<file path="src/rtl/axil_arb_pkg.sv">
// Shared types for the two-requester AXI4-lite arbiter.
package axil_arb_pkg;

  typedef enum logic [1:0] {
    IDLE = 2'd0,
    WR   = 2'd1,
    RD   = 2'd2
  } arb_state_t;

  typedef logic req_idx_t;

endpackage

</file>
<file path="src/rtl/axil_arb_rr.sv">
// Two-way round-robin pick: on a tie the requester not granted last time wins.
module axil_arb_rr
  import axil_arb_pkg::*;
(
  input  logic [1:0] req,
  input  req_idx_t   last_gnt,
  output logic       gnt_valid,
  output req_idx_t   gnt_idx
);

  always_comb begin
    gnt_valid = |req;
    if (&req) gnt_idx = ~last_gnt;
    else      gnt_idx = req[1];
  end

endmodule

</file>
<file path="src/rtl/axil_arb2.sv">
// AXI4-lite 2:1 arbiter: two requesters share one master port, one transaction at a time.
module axil_arb2
  import axil_arb_pkg::*;
#(
  parameter int ADDR_W = 32,
  parameter int DATA_W = 32
) (
  input  logic                clk,
  input  logic                resetn,
  input  logic                s0_axi_awvalid,
  output logic                s0_axi_awready,
  input  logic [ADDR_W-1:0]   s0_axi_awaddr,
  input  logic [2:0]          s0_axi_awprot,
  input  logic                s0_axi_wvalid,
  output logic                s0_axi_wready,
  input  logic [DATA_W-1:0]   s0_axi_wdata,
  input  logic [DATA_W/8-1:0] s0_axi_wstrb,
  output logic                s0_axi_bvalid,
  input  logic                s0_axi_bready,
  input  logic                s0_axi_arvalid,
  output logic                s0_axi_arready,
  input  logic [ADDR_W-1:0]   s0_axi_araddr,
  input  logic [2:0]          s0_axi_arprot,
  output logic                s0_axi_rvalid,
  input  logic                s0_axi_rready,
  output logic [DATA_W-1:0]   s0_axi_rdata,
  input  logic                s1_axi_awvalid,
  output logic                s1_axi_awready,
  input  logic [ADDR_W-1:0]   s1_axi_awaddr,
  input  logic [2:0]          s1_axi_awprot,
  input  logic                s1_axi_wvalid,
  output logic                s1_axi_wready,
  input  logic [DATA_W-1:0]   s1_axi_wdata,
  input  logic [DATA_W/8-1:0] s1_axi_wstrb,
  output logic                s1_axi_bvalid,
  input  logic                s1_axi_bready,
  input  logic                s1_axi_arvalid,
  output logic                s1_axi_arready,
  input  logic [ADDR_W-1:0]   s1_axi_araddr,
  input  logic [2:0]          s1_axi_arprot,
  output logic                s1_axi_rvalid,
  input  logic                s1_axi_rready,
  output logic [DATA_W-1:0]   s1_axi_rdata,
  output logic                m_axi_awvalid,
  input  logic                m_axi_awready,
  output logic [ADDR_W-1:0]   m_axi_awaddr,
  output logic [2:0]          m_axi_awprot,
  output logic                m_axi_wvalid,
  input  logic                m_axi_wready,
  output logic [DATA_W-1:0]   m_axi_wdata,
  output logic [DATA_W/8-1:0] m_axi_wstrb,
  input  logic                m_axi_bvalid,
  output logic                m_axi_bready,
  output logic                m_axi_arvalid,
  input  logic                m_axi_arready,
  output logic [ADDR_W-1:0]   m_axi_araddr,
  output logic [2:0]          m_axi_arprot,
  input  logic                m_axi_rvalid,
  output logic                m_axi_rready,
  input  logic [DATA_W-1:0]   m_axi_rdata
);

  arb_state_t state;
  req_idx_t   owner, last_gnt, gnt_idx;
  logic       gnt_valid, aw_done, w_done, ar_done;
  logic [1:0] wr_req, rd_req;
  logic       in_wr, in_rd, own0, own1;
  logic       sel_awvalid, sel_wvalid, sel_bready, sel_arvalid, sel_rready;

  assign wr_req = {s1_axi_awvalid, s0_axi_awvalid};
  assign rd_req = {s1_axi_arvalid, s0_axi_arvalid};

  axil_arb_rr u_rr (
    .req       (wr_req | rd_req),
    .last_gnt  (last_gnt),
    .gnt_valid (gnt_valid),
    .gnt_idx   (gnt_idx)
  );

  // Grant is registered, so nothing reaches m_axi until the cycle after the request.
  always_ff @(posedge clk or negedge resetn) begin
    if (!resetn) begin
      state    <= IDLE;
      owner    <= 1'b0;
      last_gnt <= 1'b1;
      aw_done  <= 1'b0;
      w_done   <= 1'b0;
      ar_done  <= 1'b0;
    end else begin
      case (state)
        IDLE: begin
          if (gnt_valid) begin
            owner    <= gnt_idx;
            last_gnt <= gnt_idx;
            state    <= wr_req[gnt_idx] ? WR : RD;
          end
        end
        WR: begin
          if (m_axi_awvalid && m_axi_awready) aw_done <= 1'b1;
          if (m_axi_wvalid && m_axi_wready)   w_done  <= 1'b1;
          if (m_axi_bvalid && m_axi_bready) begin
            state   <= IDLE;
            aw_done <= 1'b0;
            w_done  <= 1'b0;
          end
        end
        RD: begin
          if (m_axi_arvalid && m_axi_arready) ar_done <= 1'b1;
          if (m_axi_rvalid && m_axi_rready) begin
            state   <= IDLE;
            ar_done <= 1'b0;
          end
        end
        default: state <= IDLE;
      endcase
    end
  end

  assign in_wr = (state == WR);
  assign in_rd = (state == RD);
  assign own0  = (owner == 1'b0);
  assign own1  = (owner == 1'b1);

  assign sel_awvalid = owner ? s1_axi_awvalid : s0_axi_awvalid;
  assign sel_wvalid  = owner ? s1_axi_wvalid  : s0_axi_wvalid;
  assign sel_bready  = owner ? s1_axi_bready  : s0_axi_bready;
  assign sel_arvalid = owner ? s1_axi_arvalid : s0_axi_arvalid;
  assign sel_rready  = owner ? s1_axi_rready  : s0_axi_rready;

  assign m_axi_awvalid = in_wr && sel_awvalid && !aw_done;
  assign m_axi_wvalid  = in_wr && sel_wvalid && !w_done;
  assign m_axi_bready  = in_wr && sel_bready;
  assign m_axi_arvalid = in_rd && sel_arvalid && !ar_done;
  assign m_axi_rready  = in_rd && sel_rready;

  assign m_axi_awaddr = owner ? s1_axi_awaddr : s0_axi_awaddr;
  assign m_axi_awprot = owner ? s1_axi_awprot : s0_axi_awprot;
  assign m_axi_wdata  = owner ? s1_axi_wdata  : s0_axi_wdata;
  assign m_axi_wstrb  = owner ? s1_axi_wstrb  : s0_axi_wstrb;
  assign m_axi_araddr = owner ? s1_axi_araddr : s0_axi_araddr;
  assign m_axi_arprot = owner ? s1_axi_arprot : s0_axi_arprot;

  // Readies are masked after their handshake so a requester never sees a second accept.
  assign s0_axi_awready = in_wr && own0 && !aw_done && m_axi_awready;
  assign s0_axi_wready  = in_wr && own0 && !w_done && m_axi_wready;
  assign s0_axi_bvalid  = in_wr && own0 && m_axi_bvalid;
  assign s0_axi_arready = in_rd && own0 && !ar_done && m_axi_arready;
  assign s0_axi_rvalid  = in_rd && own0 && m_axi_rvalid;
  assign s0_axi_rdata   = m_axi_rdata;

  assign s1_axi_awready = in_wr && own1 && !aw_done && m_axi_awready;
  assign s1_axi_wready  = in_wr && own1 && !w_done && m_axi_wready;
  assign s1_axi_bvalid  = in_wr && own1 && m_axi_bvalid;
  assign s1_axi_arready = in_rd && own1 && !ar_done && m_axi_arready;
  assign s1_axi_rvalid  = in_rd && own1 && m_axi_rvalid;
  assign s1_axi_rdata   = m_axi_rdata;

endmodule

</file>
<file path="config.mk">
export PLATFORM = sky130hd
export DESIGN_NAME = axil_arb2
export DESIGN_NICKNAME = d
export VERILOG_FILES = /design/src/rtl/axil_arb_pkg.sv /design/src/rtl/axil_arb_rr.sv /design/src/rtl/axil_arb2.sv
export SDC_FILE = /design/constraint.sdc
export NUM_CORES = 1
export LEC_CHECK = 0
export BUFFER_PORTS_ARGS = -buffer_cell sky130_fd_sc_hd__buf_2
export CAP_MARGIN = 10
export CORE_AREA = 2 2 174 176
export CTS_BUF_LIST = sky130_fd_sc_hd__clkbuf_8
export CTS_CLUSTER_DIAMETER = 80
export CTS_CLUSTER_SIZE = 30
export DETAILED_ROUTE_END_ITERATION = 10
export DIE_AREA = 0 0 176 178
export MAX_ROUTING_LAYER = met4
export PLACE_DENSITY = 0.37
export SLEW_MARGIN = 20
export SYNTH_ARGS = -nofsm -noshare
export SYNTH_HDL_FRONTEND = slang
export SYNTH_SLANG_ARGS = --single-unit
</file>
<file path="constraint.sdc">
create_clock -name clk -period 2.2 [get_ports clk]
set_input_delay 0.44 -clock clk [delete_from_list [all_inputs] [get_ports clk]]
set_output_delay 0.44 -clock clk [all_outputs]
set_load 0.05 [all_outputs]
</file>
==> After elaboration in Yosys (flattened, before gate mapping) <==
Index checks and enable logic that the tools add are counted.
Widths: inputs -> output; s select.
{ "word_totals": {"in_bits": 261, "out_inout_bits": 185, "wordCells": 87, "regBits": 7} }
{ "classes": {"eq_ne": 5, "mux": 25, "n_lt_le_gt_ge": 1, "bitwise": 3, "reduce_logical": 47} }
{ "ops": {"columns": ["cell", "n"], "rows": [
  ["$mux 32", 3],
  ["$logic_and 1x1->1", 33],
  ["$mux 1", 14],
  ["$reduce_and 2->1", 5],
  ["$mux 2", 4],
  ["$mux 3", 2],
  ["$pmux 2 s3", 1],
  ["$reduce_bool 2->1", 3],
  ["$mux 4", 1],
  ["$ne 2x1->1 const B", 2],
  ["$logic_not 1->1", 3],
  ["$reduce_and 3->1", 1],
  ["$eq 2x1->1 const B", 1],
  ["$eq 2x2->1 const B", 1],
  ["$logic_not 2->1", 1],
  ["$lt 1x2->1 const B", 1],
  ["$ne 2x2->1 const B", 1],
  ["$not 1->1", 2],
  ["$or 2x2->2", 1],
  ["$reduce_or 2->1", 1]
]} }

==> Depth between registers and ports, before layout <==
{ "logic_depth": {"ltp_word": 8, "ltp_mapped": 4} }

==> Cells and area by module <==
From an unflattened synthesis, not the netlist that was laid out.
{ "unflattened": {"cells_unflattened": 246, "area_unflattened_um2": 2289.7} }
{ "by_module_without_submodules": {"columns": ["mod", "instances", "area_per_inst_um2", "cells_per_inst", "seq_area_each_um2"], "rows": [
  ["axil_arb2", 1, 2275.9, 244, 176.4],
  ["axil_arb_rr", 1, 13.8, 2, 0.0]
]} }

==> Worst setup path after synthesis <==
OpenSTA, ideal clock, no wires.
{ "synth_path": {"kind": "reg2out", "from": "reg owner, in the netlist own1", "to": "out s0_axi_arready", "setup_slack_ns": -0.516, "path_stages_with_launch": 4, "t_arrival_ns": 2.276, "path_buffers": 2, "path_cell_list": "dfrtp_1 buf_4 buf_2 nor4bb_1"} }
{ "synth_via": {"elab_chain_cells": 4} }
{ "synth_lines": {"columns": ["item", "line_no", "source"], "rows": [
  ["from (decl)", "axil_arb2.sv:64", "req_idx_t owner, last_gnt, gnt_idx;"],
  ["from (signal assigned)", "axil_arb2.sv:93", "owner <= gnt_idx;"],
  ["$not 1->1", "axil_arb2.sv:121", "assign own0 = (owner == 1'b0);"],
  ["$logic_and 1x1->1 (3 in series)", "axil_arb2.sv:147", "assign s0_axi_arready = in_rd && own0 && !ar_done && m_axi_arready;"],
  ["to (decl)", "axil_arb2.sv:21", "output logic s0_axi_arready,"]
]} }
No other way between the ends.

==> Final worst setup path <==
{ "layout_path": {"from": "reg owner, in the netlist own1", "to": "out m_axi_wdata[28]"} }
{ "layout_via": {"elab_chain_cells": 1} }
{ "layout_lines": {"columns": ["item", "line_no", "source"], "rows": [
  ["$mux 32", "axil_arb2.sv:138", "assign m_axi_wdata = owner ? s1_axi_wdata : s0_axi_wdata;"],
  ["to (decl)", "axil_arb2.sv:50", "output logic [DATA_W-1:0] m_axi_wdata,"]
]} }
No other way between the ends.

==> implementation parameters <==
Parameter                              Value

Global route
  Largest net degree at the start of global routing ... 44
  Antenna violations before repair ... 4
  Total track usage ... between 7 and 8%
  Via count of the first global-routing pass ... approximately 2800
  Congestion Overflow GR ... 0
  Wire length of the first global-routing pass ... 17.28 mm

Yosys
  Leading post-synthesis cells by instance count ... mux2_2 (110), buf_4 (75), nor2_1 (10), dfrtp_1 (6), nand2_1 (6)
  Syn_nets ... 507
  EDFF count, synth ... 0
  Sequential-to-total area share from yosys stat ... 7.676%
  Top-count cell post-synth ... mux2_2
  Most frequently used flop master after synthesis ... dfrtp_1
  Cell count after synthesis ... 246
  Cell types occupying the most area after synthesis ... mux2_2 (54%), buf_4 (24%), dfrtp_1 (6.5%), nor2_1 (1.6%), dfstp_2 (1.1%)
  Yosys top cell area share ... around 54%
  Share of flip-flops with an asynchronous set or reset after synthesis ... 100.0%
  Syn avg cell area ... 9.343 um2
  Number of synthesized register bits ... 7
  Yosys warning count ... 0
  Netlist Area Pre-Place ... 2298 um2
  Synth cell types ... 26
  Cell taking the most area after synthesis ... mux2_2

Place
  Buffers on Ports ... 349
  Placed cell areas ... 4051 um2
  Placer's final routability congestion estimate ... 0.7116
  Half-perimeter wire length of the detailed placement result ... 12.10 mm
  Post-place setup slack ... 0.2686 ns
  DP Cell Count ... just over 900

Clock tree
  Clock root buffer ... clkbuf_8
  Worst skew pair latency ... 0.23 ns
  Number of clock sinks seen by CTS ... 7
  TritonCTS clock tree ... built
  CTS clk-pin slew, worst paths ... 0.05 ns
  Number of CTS-inserted buffers ... 3
  Maximum number of buffers from clock root to sink ... 2
  Total number of H-tree levels ... 1

Pwr
  Final Total Pwr ... 5.578 mW
  VDD IR-drop max ... between 0.2 and 0.3 mV
  Leakage power total ... 2.095 nW
  Total power density per cell area ... between 1000 and 1500 nW/um2

Setup path
  Maximum fanout along the worst path ... 41
  Chain of cells forming the critical path ... buf_12, mux2_2, buf_2
  Critical Path AT ... around 1.7 ns
  Kind of critical path ... reg -> out
  Critical path startpoint category ... register
  Cell with the largest stage delay on the worst path ... dfrtp_4
  Worst path max stage delay ... 0.58 ns
  Kind of end point of the critical path ... primary output
  Required time of the worst setup path ... approximately 1.8 ns

STA
  Shortest period the worst path allows ... between 2 and 2.5 ns
  Final critical-path share of the clock period ... around 98%
  Final WS setup ... ~0.044 ns
  Unrepaired setup endpoints after global routing ... true
  Headroom to the max-slew limit ... 74.13%
  Max-slew violations ... 0
  Slew at the pin with the worst max-slew slack ... 0.3864 ns
  Final hold viol count ... 0
  Skew final ... 0.003746 ns
  Setup-failing EPs final ... 0
  Maximum clock frequency ... 0.4638 GHz

Finish
  Final cell count without fillers ... 923
  Number of nets in the layout ... a little under 800
  Final instance area ... between 4000 and 5000 um2
  Share of post-route cells with drive strength above 1 ... between 90 and 100%
  Fill cell instance count of the final layout ... about 3400
  Utilization after layout ... about 14%
  Signed area change from the synthesized netlist to the final layout ... 79.59%

Routing
  Via count ... ~2900
  Antenna Violating Nets Remaining ... 0
  Final routed wirelength across all metal layers ... 13.28 mm
  Routed wire per std cell ... 14.39 um
  Number of search-and-repair iterations in the first detailed-routing pass ... 4
  Via density per instance ... 3.130
  DRC viols ... 0
  Initial detailed-routing violation count ... a little over 100

Floorplanning
  Starting density of the core ... 7.817%
  Boundary pin count ... 446
  Die area ... 31330 um2
  Number of placement rows ... 63
  Die Y-Extent ... between 150 and 200 um
  Chip Width ... 176 um
  Placeable core region ... about 29000 um2

Run status
  Outcome ... completed

Run
  Max-cap violations ... 0

Min path
  Classification of the worst-slack hold path ... in -> async
-- power by group --
group | internal (mW) | total [mW] | switching, mW
registers | 0.208 | 0.332 | 0.124
clock network | 0.121 | 0.183 | 0.0621
logic | 1.62 | 5.06 | 3.45
total | 1.95 | 5.58 | 3.63
-- metal layers --
layer | vias up | wire length [um] | track usage [%]
met5 | - | 0 | -
met1 | 1321 | 5075 | 8.796
met4 | 0 | 233 | 1.618
met3 | 17 | 1575 | 3.218
li1 | 1382 | - | -
met2 | 169 | 6394 | 12.52
-- area by class of cell --
cell class | instances | area [um2] | area share [%]
timing repair buffer | 358 | 1861 | 45.07
antenna | 4 | 10.01 | 0.2425
multi-input combinational | 159 | 1540 | 37.31
clock inverter | 1 | 3.754 | 0.09094
sequential | 7 | 180.2 | 4.365
clock buffer | 3 | 41.29 | 1.000
inverter | 1 | 3.754 | 0.09094
tap | 390 | 488.0 | 11.82
-- flip-flops by register name (all words and copies together), names as in the netlist --
register and count:
state 2, own1 1, w_done 1, aw_done 1
last_gnt 1, ar_done 1
-- cells by family after synthesis --
group | after synthesis | synth area share (%)
AND/OR/NAND/NOR | 32 | 7.512
buffers and inverters | 80 | 25.80
AO/OA/AOI/OAI | 15 | 4.246
flip-flops | 7 | 7.676
multiplexers | 112 | 54.76
-- through the flow --
step	setup TNS, ns	hold slack [ns]
floorplan	-0.3002	0.1444
global placement	0	0.2956
detailed placement	0	0.3025
CTS	0	0.05481
global route	-0.01103	0.05762
finish	0	0.05214
-- final timing paths --
kind	start	slack, ns	endpoint	cells after the start
max reg2reg	own1	0.60	state[0]	4
max in group asynchronous	resetn	1.90	last_gnt	1
min reg2reg	aw_done	0.51	aw_done	2
min in group clk	m_axi_rvalid	0.42	ar_done	2
max	own1	0.04	m_axi_wdata[28]	3
min	resetn	0.05	ar_done	1
-- cells in the final DEF, fill, tap and decap left out, types with 4 or more instances in the layout --
| master | n |
|---|---|
| buf_4 | 6 |
| dfrtp_1 | 5 |
| nor3_1 | 4 |
| buf_2 | 347 |
| nand2_1 | 6 |
| mux2_2 | 110 |
| nor2_1 | 10 |
| diode_2 | 4 |
-- critical path, delay by kind of cell (launching register included) --
kind / cells / cell delay [ns]
buffers and inverters: 2 / 0.49
flip-flops: 1 / 0.58
multiplexers: 1 / 0.39
-- repair_timing --
item	4_1_cts	5_1_grt
hold buffers	0	0
gates resized for setup	0	2
setup endpoints to repair	0	53
hold endpoints to repair	0	0
setup buffers	0	2
Note: power is estimated with default switching activity, not from simulation.
